**config.mk**
```make
export PLATFORM = sky130hd
export DESIGN_NAME = uart_rx_buffered
export DESIGN_NICKNAME = d
export VERILOG_FILES = /design/src/rtl/uart_pkg.sv /design/src/rtl/sync_fifo.sv /design/src/rtl/uart_rx_buffered.sv
export SDC_FILE = /design/constraint.sdc
export NUM_CORES = 1
export LEC_CHECK = 0
export BUFFER_PORTS_ARGS = -buffer_cell sky130_fd_sc_hd__buf_2
export CAP_MARGIN = 20
export CORE_ASPECT_RATIO = 1.5
export CORE_MARGIN = 2
export CORE_UTILIZATION = 45
export CTS_CLUSTER_DIAMETER = 80
export CTS_CLUSTER_SIZE = 24
export DETAILED_ROUTE_END_ITERATION = 10
export HOLD_SLACK_MARGIN = 0.08
export SLEW_MARGIN = 20
export SYNTH_ARGS = -nofsm -noshare
export SYNTH_HDL_FRONTEND = slang
export SYNTH_SLANG_ARGS = --single-unit
```
**constraint.sdc**
```tcl
create_clock -name clk -period 3.45 [get_ports clk]
set_input_delay 0.345 -clock clk [delete_from_list [all_inputs] [get_ports clk]]
set_output_delay 0.345 -clock clk [all_outputs]
set_load 0.05 [all_outputs]
```
**src/rtl/uart_pkg.sv**
```systemverilog
//------------------------------------------------------------------------------
// Module : uart_pkg
// Brief  : Shared types and widths for the UART receive path.
// Rev    : 1.0 - initial release
//------------------------------------------------------------------------------
`timescale 1ns/1ps
`default_nettype none

package uart_pkg;

    localparam int UART_DATA_W = 8;

    typedef enum logic [2:0] {
        IDLE  = 3'd0,
        START = 3'd1,
        DATA  = 3'd2,
        STOP  = 3'd3,
        BREAK = 3'd4
    } rx_state_e;

endpackage

`default_nettype wire

```
**src/rtl/sync_fifo.sv**
```systemverilog
//------------------------------------------------------------------------------
// Module : sync_fifo
// Brief  : First-word-fall-through ready/valid FIFO with occupancy count.
// Rev    : 1.0 - initial release
//------------------------------------------------------------------------------
`timescale 1ns/1ps
`default_nettype none

module sync_fifo #(
    parameter int WIDTH = 8,
    parameter int DEPTH = 8
) (
    input  logic                       clk,
    input  logic                       rst,
    input  logic                       i_wr_en,
    input  logic [WIDTH-1:0]           i_wr_data,
    output logic                       o_full,
    output logic                       o_drop,
    output logic [WIDTH-1:0]           o_rd_data,
    output logic                       o_rd_valid,
    input  logic                       i_rd_ready,
    output logic [$clog2(DEPTH):0]     o_count
);

    localparam int                  c_aw    = $clog2(DEPTH);
    localparam logic [c_aw:0]       c_depth = (c_aw+1)'(DEPTH);

    logic [WIDTH-1:0] r_mem [DEPTH];
    logic [c_aw-1:0]  r_wr_ptr;
    logic [c_aw-1:0]  r_rd_ptr;
    logic [c_aw:0]    r_count;

    logic w_empty;
    logic w_full;
    logic w_pop;
    logic w_push;

    assign w_empty = (r_count == '0);
    assign w_full  = (r_count == c_depth);
    assign w_pop   = !w_empty && i_rd_ready;
    // A full FIFO still accepts a write when the head leaves in the same cycle
    assign w_push  = i_wr_en && (!w_full || w_pop);

    always_ff @(posedge clk) begin
        if (w_push) begin
            r_mem[r_wr_ptr] <= i_wr_data;
        end
    end

    always_ff @(posedge clk) begin
        if (!rst) begin
            r_wr_ptr <= '0;
            r_rd_ptr <= '0;
            r_count  <= '0;
        end else begin
            if (w_push) begin
                r_wr_ptr <= r_wr_ptr + 1'b1;
            end
            if (w_pop) begin
                r_rd_ptr <= r_rd_ptr + 1'b1;
            end
            case ({w_push, w_pop})
                2'b10:   r_count <= r_count + 1'b1;
                2'b01:   r_count <= r_count - 1'b1;
                default: r_count <= r_count;
            endcase
        end
    end

    assign o_full     = w_full;
    assign o_drop     = i_wr_en && !w_push;
    assign o_rd_data  = w_empty ? '0 : r_mem[r_rd_ptr];
    assign o_rd_valid = !w_empty;
    assign o_count    = r_count;

endmodule

`default_nettype wire

```
**src/rtl/uart_rx_buffered.sv**
```systemverilog
//------------------------------------------------------------------------------
// Module : uart_rx_buffered
// Brief  : 8N1 UART receiver with FWFT character buffer and sticky error flags.
// Rev    : 1.0 - initial release
//------------------------------------------------------------------------------
`timescale 1ns/1ps
`default_nettype none

module uart_rx_buffered
    import uart_pkg::*;
#(
    parameter int CLOCK_FREQ = 50_000_000,
    parameter int BAUD_RATE  = 115_200,
    parameter int FIFO_DEPTH = 8
) (
    input  logic                          clk,
    input  logic                          rst,
    input  logic                          serial_in,
    output logic [UART_DATA_W-1:0]        data_out,
    output logic                          data_out_valid,
    input  logic                          data_out_ready,
    output logic [$clog2(FIFO_DEPTH):0]   fifo_count,
    output logic                          overflow,
    output logic                          frame_err,
    input  logic                          clr_err
);

    localparam int                   c_symbol_edge_time = CLOCK_FREQ / BAUD_RATE;
    localparam int                   c_cnt_w            = $clog2(c_symbol_edge_time);
    localparam logic [c_cnt_w-1:0]   c_bit_last         = c_cnt_w'(c_symbol_edge_time - 1);
    localparam logic [c_cnt_w-1:0]   c_half_last        = c_cnt_w'(c_symbol_edge_time / 2 - 1);
    localparam logic [2:0]           c_last_bit_idx     = 3'(UART_DATA_W - 1);

    logic [1:0]              r_sync;
    rx_state_e               r_state;
    logic [c_cnt_w-1:0]      r_cnt;
    logic [2:0]              r_bit_idx;
    logic [UART_DATA_W-1:0]  r_shift;
    logic                    r_overflow;
    logic                    r_frame_err;

    logic w_rx_s;
    logic w_stop_sample;
    logic w_push;
    logic w_frame_set;
    logic w_drop;
    logic w_full;

    always_ff @(posedge clk) begin
        if (!rst) begin
            r_sync <= 2'b11;
        end else begin
            r_sync <= {r_sync[0], serial_in};
        end
    end

    assign w_rx_s = r_sync[1];

    always_ff @(posedge clk) begin
        if (!rst) begin
            r_state   <= IDLE;
            r_cnt     <= '0;
            r_bit_idx <= '0;
            r_shift   <= '0;
        end else begin
            case (r_state)
                IDLE: begin
                    r_cnt <= '0;
                    if (!w_rx_s) begin
                        r_state <= START;
                    end
                end
                // Re-check the start bit at mid-bit so short glitches are rejected
                START: begin
                    if (r_cnt == c_half_last) begin
                        r_cnt     <= '0;
                        r_bit_idx <= '0;
                        r_state   <= w_rx_s ? IDLE : DATA;
                    end else begin
                        r_cnt <= r_cnt + 1'b1;
                    end
                end
                DATA: begin
                    if (r_cnt == c_bit_last) begin
                        r_cnt   <= '0;
                        r_shift <= {w_rx_s, r_shift[UART_DATA_W-1:1]};
                        if (r_bit_idx == c_last_bit_idx) begin
                            r_state <= STOP;
                        end else begin
                            r_bit_idx <= r_bit_idx + 1'b1;
                        end
                    end else begin
                        r_cnt <= r_cnt + 1'b1;
                    end
                end
                STOP: begin
                    if (r_cnt == c_bit_last) begin
                        r_cnt   <= '0;
                        r_state <= w_rx_s ? IDLE : BREAK;
                    end else begin
                        r_cnt <= r_cnt + 1'b1;
                    end
                end
                BREAK: begin
                    if (w_rx_s) begin
                        r_state <= IDLE;
                    end
                end
                default: r_state <= IDLE;
            endcase
        end
    end

    assign w_stop_sample = (r_state == STOP) && (r_cnt == c_bit_last);
    assign w_push        = w_stop_sample && w_rx_s;
    assign w_frame_set   = w_stop_sample && !w_rx_s;

    sync_fifo #(
        .WIDTH (UART_DATA_W),
        .DEPTH (FIFO_DEPTH)
    ) u_fifo (
        .clk        (clk),
        .rst        (rst),
        .i_wr_en    (w_push),
        .i_wr_data  (r_shift),
        .o_full     (w_full),
        .o_drop     (w_drop),
        .o_rd_data  (data_out),
        .o_rd_valid (data_out_valid),
        .i_rd_ready (data_out_ready),
        .o_count    (fifo_count)
    );

    // A new error event wins over a simultaneous clear
    always_ff @(posedge clk) begin
        if (!rst) begin
            r_overflow  <= 1'b0;
            r_frame_err <= 1'b0;
        end else begin
            if (w_drop) begin
                r_overflow <= 1'b1;
            end else if (clr_err) begin
                r_overflow <= 1'b0;
            end
            if (w_frame_set) begin
                r_frame_err <= 1'b1;
            end else if (clr_err) begin
                r_frame_err <= 1'b0;
            end
        end
    end

    assign overflow  = r_overflow;
    assign frame_err = r_frame_err;

    logic w_unused;
    assign w_unused = w_full;

endmodule

`default_nettype wire

```
==> summary.md <==
| Metric | Value |
|---|---|
| Endpoints failing hold | `0` |
| Crit path largest cell delay | `approximately 0.57 ns` |
| Flop pwr share | `between 50 and 60%` |
| DP HPWL | `between 5000 and 6000 um` |
| Synth area leader | `edfxtp_1` |
| Vert. Die Dim | `approximately 130 um` |
| Area contributors post-synth | `edfxtp_1, dfxtp_1, mux4_2` |
| Switching Power | `about 0.46 mW` |
| Max IR drop VDD | `0.000306 V` |
| Largest net degree at the start of global routing | `32` |
| WHS Path Cells | `2` |
| IO Count | `20` |
| Initial Util | `46.1%` |
| PostCTS Resize Cnt | `0` |
| Synth top area share | `around 43%` |
| Register Area | `2720 sq um` |
| # fillers | `approximately 830` |
| Layout area overhead | `12.2%` |
| Die X-Extent | `85.1 um` |
| Clk sinks | `between 100 and 150` |
| Run status | `finished clean` |
| Worst-skew pair later-pin latency | `0.34 ns` |
| Final Setup Violations | `0` |
| Crit path max fanout | `7` |
| Register-to-register setup slack | `around 0.56 ns` |
| CP arrival | `about 3.2 ns` |
| Yosys reg bits | `104` |
| Post-CTS Setup Bufs | `0` |
| Slowest-stage cell, CP | `or4b_1` |
| Core area | `9630 sq um` |
| Post-route antenna net violation count | `0` |
| Netlist cell types | `45` |
| Clock skew | `slightly below 0.005 ns` |
| Min Tclk post-route | `~2.9 ns` |
| Min-delay src | `serial_in` |
| Vias in the first global route | `around 2,600` |
| FFs w/ async S/R, synth | `0%` |
| Clk pwr share | `between 40 and 50%` |
| CP Cell Sequence | `or4b_1 > nor4_2 > nand2_1 > ha_1 > xor2_1 > ha_1 > a21oi_1 > xor2_1 > or3_1 > a21oi_1` |
| Share of cells above drive strength 1 | `between 10% and 20%` |
| Sequential-to-total area share from yosys stat | `between 60% and 70%` |
| Worst min-delay path class | `input port to flop` |
| # DRC | `0` |
| EDFF count, synth | `64` |
| CTS tree | `done` |
| Fin Setup TNS | `0 ns` |
| Total track usage | `between 10% and 20%` |
| Worst reg-to-reg path cell count | `10` |
| Final GP Congestion | `0.776` |
| Placed Area | `4700 sq um` |
| CP Launch Type | `flop` |
| LEAKAGE | `1.68 nW` |
| Worst-Margin Slew | `slightly above 1 ns` |
| Mapped Area | `~4400 sq um` |
| Vias | `roughly 2,600` |
| Top delay family on crit path | `simple AND/OR/NAND/NOR gates` |
| Post-DR wirelength/cell | `16.8 um` |
| Die area | `10,700 sq um` |
| Synth Instances | `334` |
| Final net count | `375` |
| DRT Wirelength | `between 8000 and 9000 um` |
| Row count | `44` |
| Vias/cell | `~5.5` |
| I/O Buffers | `19` |
| Top cells by count, synth | `edfxtp_1, dfxtp_1, nor2_1` |
| First-pass GRT wire length | `around 13,000 um` |
| Clk slew on worst S/H paths | `0.07 ns` |
| Max-slew headroom | `around a third` |
| Finished Cell Area | `between 4000 and 5000 sq um` |
| Worst R2R End | `u_fifo.o_count[2]` |
| Detailed Routing Iterations Pass 1 | `4` |
| Fin crit share | `approximately 84%` |
| Syn Area/Cell | `around 13 sq um` |
| Net Sw Frac | `20.3%` |
| Max Cap Viol | `0` |
| CP Capture Type | `flop` |
| Area of the multi-input gates | `1620 sq um` |
| Clock Root Buffer | `clkbuf_16` |
| Top-count cell post-synth | `edfxtp_1` |
| Ant. Diodes | `0` |
| Gr ovfl total | `0` |
| Initial antenna violation count | `0` |
| Ys flop type | `edfxtp_1` |
| Max Fclk | `346 MHz` |
| Hold Crit Endpoint | `r_sync[0]` |
| Unrepaired setup endpoints after global routing | `false` |
| Hold buffer count at CTS | `0` |
| H-Tree Depth | `3` |
| P per Cell Area | `roughly 450 nW/um^2` |
| Buf/Inv on CP | `0` |
| Critical Path RT | `~3.7 ns` |
| Max Root-Sink Buffers | `2` |
| Detailed Route Iter0 Violations | `approximately 160` |
| Pins Over Slew Limit | `0` |
| Synth Net Count | `between 300 and 400` |
| RR Startpoint | `r_cnt[2]` |
| Num CTS Buffers | `9` |
| CP Class | `flop to flop` |
| Comb pwr share | `less than 1%` |
| Synth warn | `0` |
| Internal | `approximately 1.8 mW` |
-- worst max path at each step --
| stage | slack (ns) | depth (start not counted) | end | startpoint |
|---|---|---|---|---|
| global placement | 0.60 | 10 | u_fifo.o_count[2] | r_cnt[2] |
| finish | 0.56 | 10 | u_fifo.o_count[2] | r_cnt[2] |
| floorplan | 0.28 | 12 | u_fifo.o_count[2] | u_fifo.o_count[1] |
| CTS | 0.52 | 10 | u_fifo.o_count[2] | r_cnt[2] |
| global route | 0.32 | 10 | u_fifo.o_count[2] | r_cnt[2] |
| detailed placement | 0.53 | 10 | u_fifo.o_count[2] | r_cnt[2] |
-- power groups by stage --
stage | clock network (mW) | logic [mW] | registers (mW)
4_1_cts | 0.966 | 0.0212 | 1.31
5_1_grt | 1.01 | 0.0229 | 1.31
6_report | 0.935 | 0.0205 | 1.31
3_5_place_dp | 0 | 0.0211 | 1.34
2_1_floorplan | 0 | 0.0154 | 1.33
3_3_place_gp | 0 | 0.0209 | 1.34
-- layer usage --
metal | global-route usage, % | wire, um | vias to the layer above | part of all wire [%]
li1 | - | - | 1301 | -
met1 | 19.1 | 3350 | 1301 | 42
met2 | 27.7 | 4320 | 33 | 54
met3 | 3.54 | 221 | 13 | 2.7
met4 | 7.00 | 159 | 0 | 2.0
met5 | 0 | 0 | - | 0
-- cells in the final DEF, fill, tap and decap left out, types with 7 or more instances in the layout --
cell and instances:
nand3_1 7, nor2_1 34, clkbuf_16 9, mux4_2 16
nand2b_1 12, o22ai_1 7, nor3_1 8, buf_2 19
a21oi_1 17, dfxtp_1 40, nand2_1 23, ha_1 10
mux2i_1 23, edfxtp_1 64, buf_4 14
-- flip-flops by register name, summed over array words and instances, names as in the netlist, named ones only --
signal	count
u_fifo.o_count	4
overflow	1
r_sync	2
u_fifo.r_wr_ptr	3
r_cnt	9
frame_err	1
u_fifo.r_mem	64
r_shift	8
r_bit_idx	3
r_state	3
u_fifo.r_rd_ptr	3
-- stage by stage --
stage / hold slack, ns / utilization (%) / setup slack [ns] / total power [mW] / cells
final: 0.179 / 51.7 / 0.557 / 2.26 / 480
after global routing: 0.175 / 51.7 / 0.319 / 2.34 / 480
after detailed placement: 0.393 / 48.8 / 0.525 / 1.36 / 464
after floorplan: 0.386 / - / 0.280 / 1.35 / 334
after CTS: 0.172 / 51.7 / 0.515 / 2.29 / 480
after global placement: 0.410 / 48.8 / 0.598 / 1.36 / 464
-- kinds of logic (layout without fill, tap and decap cells) --
logic type	Yosys count	after routing	synth area share [%]
DFF	104	104	61.4
AOI/OAI and AO/OA	42	42	6.12
adders and majority gates	10	10	2.82
xor gates and xnor gates	5	5	0.987
buffers and inverters	23	54	2.14
muxes	39	39	13.3
and+or+nand+nor	111	111	13.3
-- layout make-up --
type,count,area share [%]
multi-input combinational,207,32.5
inverter,5,0.377
clock buffer,10,4.60
sequential,104,54.7
timing repair buffer,33,4.02
clock inverter,6,0.880
tap,115,2.89
Power figures use the tool's default switching activity.
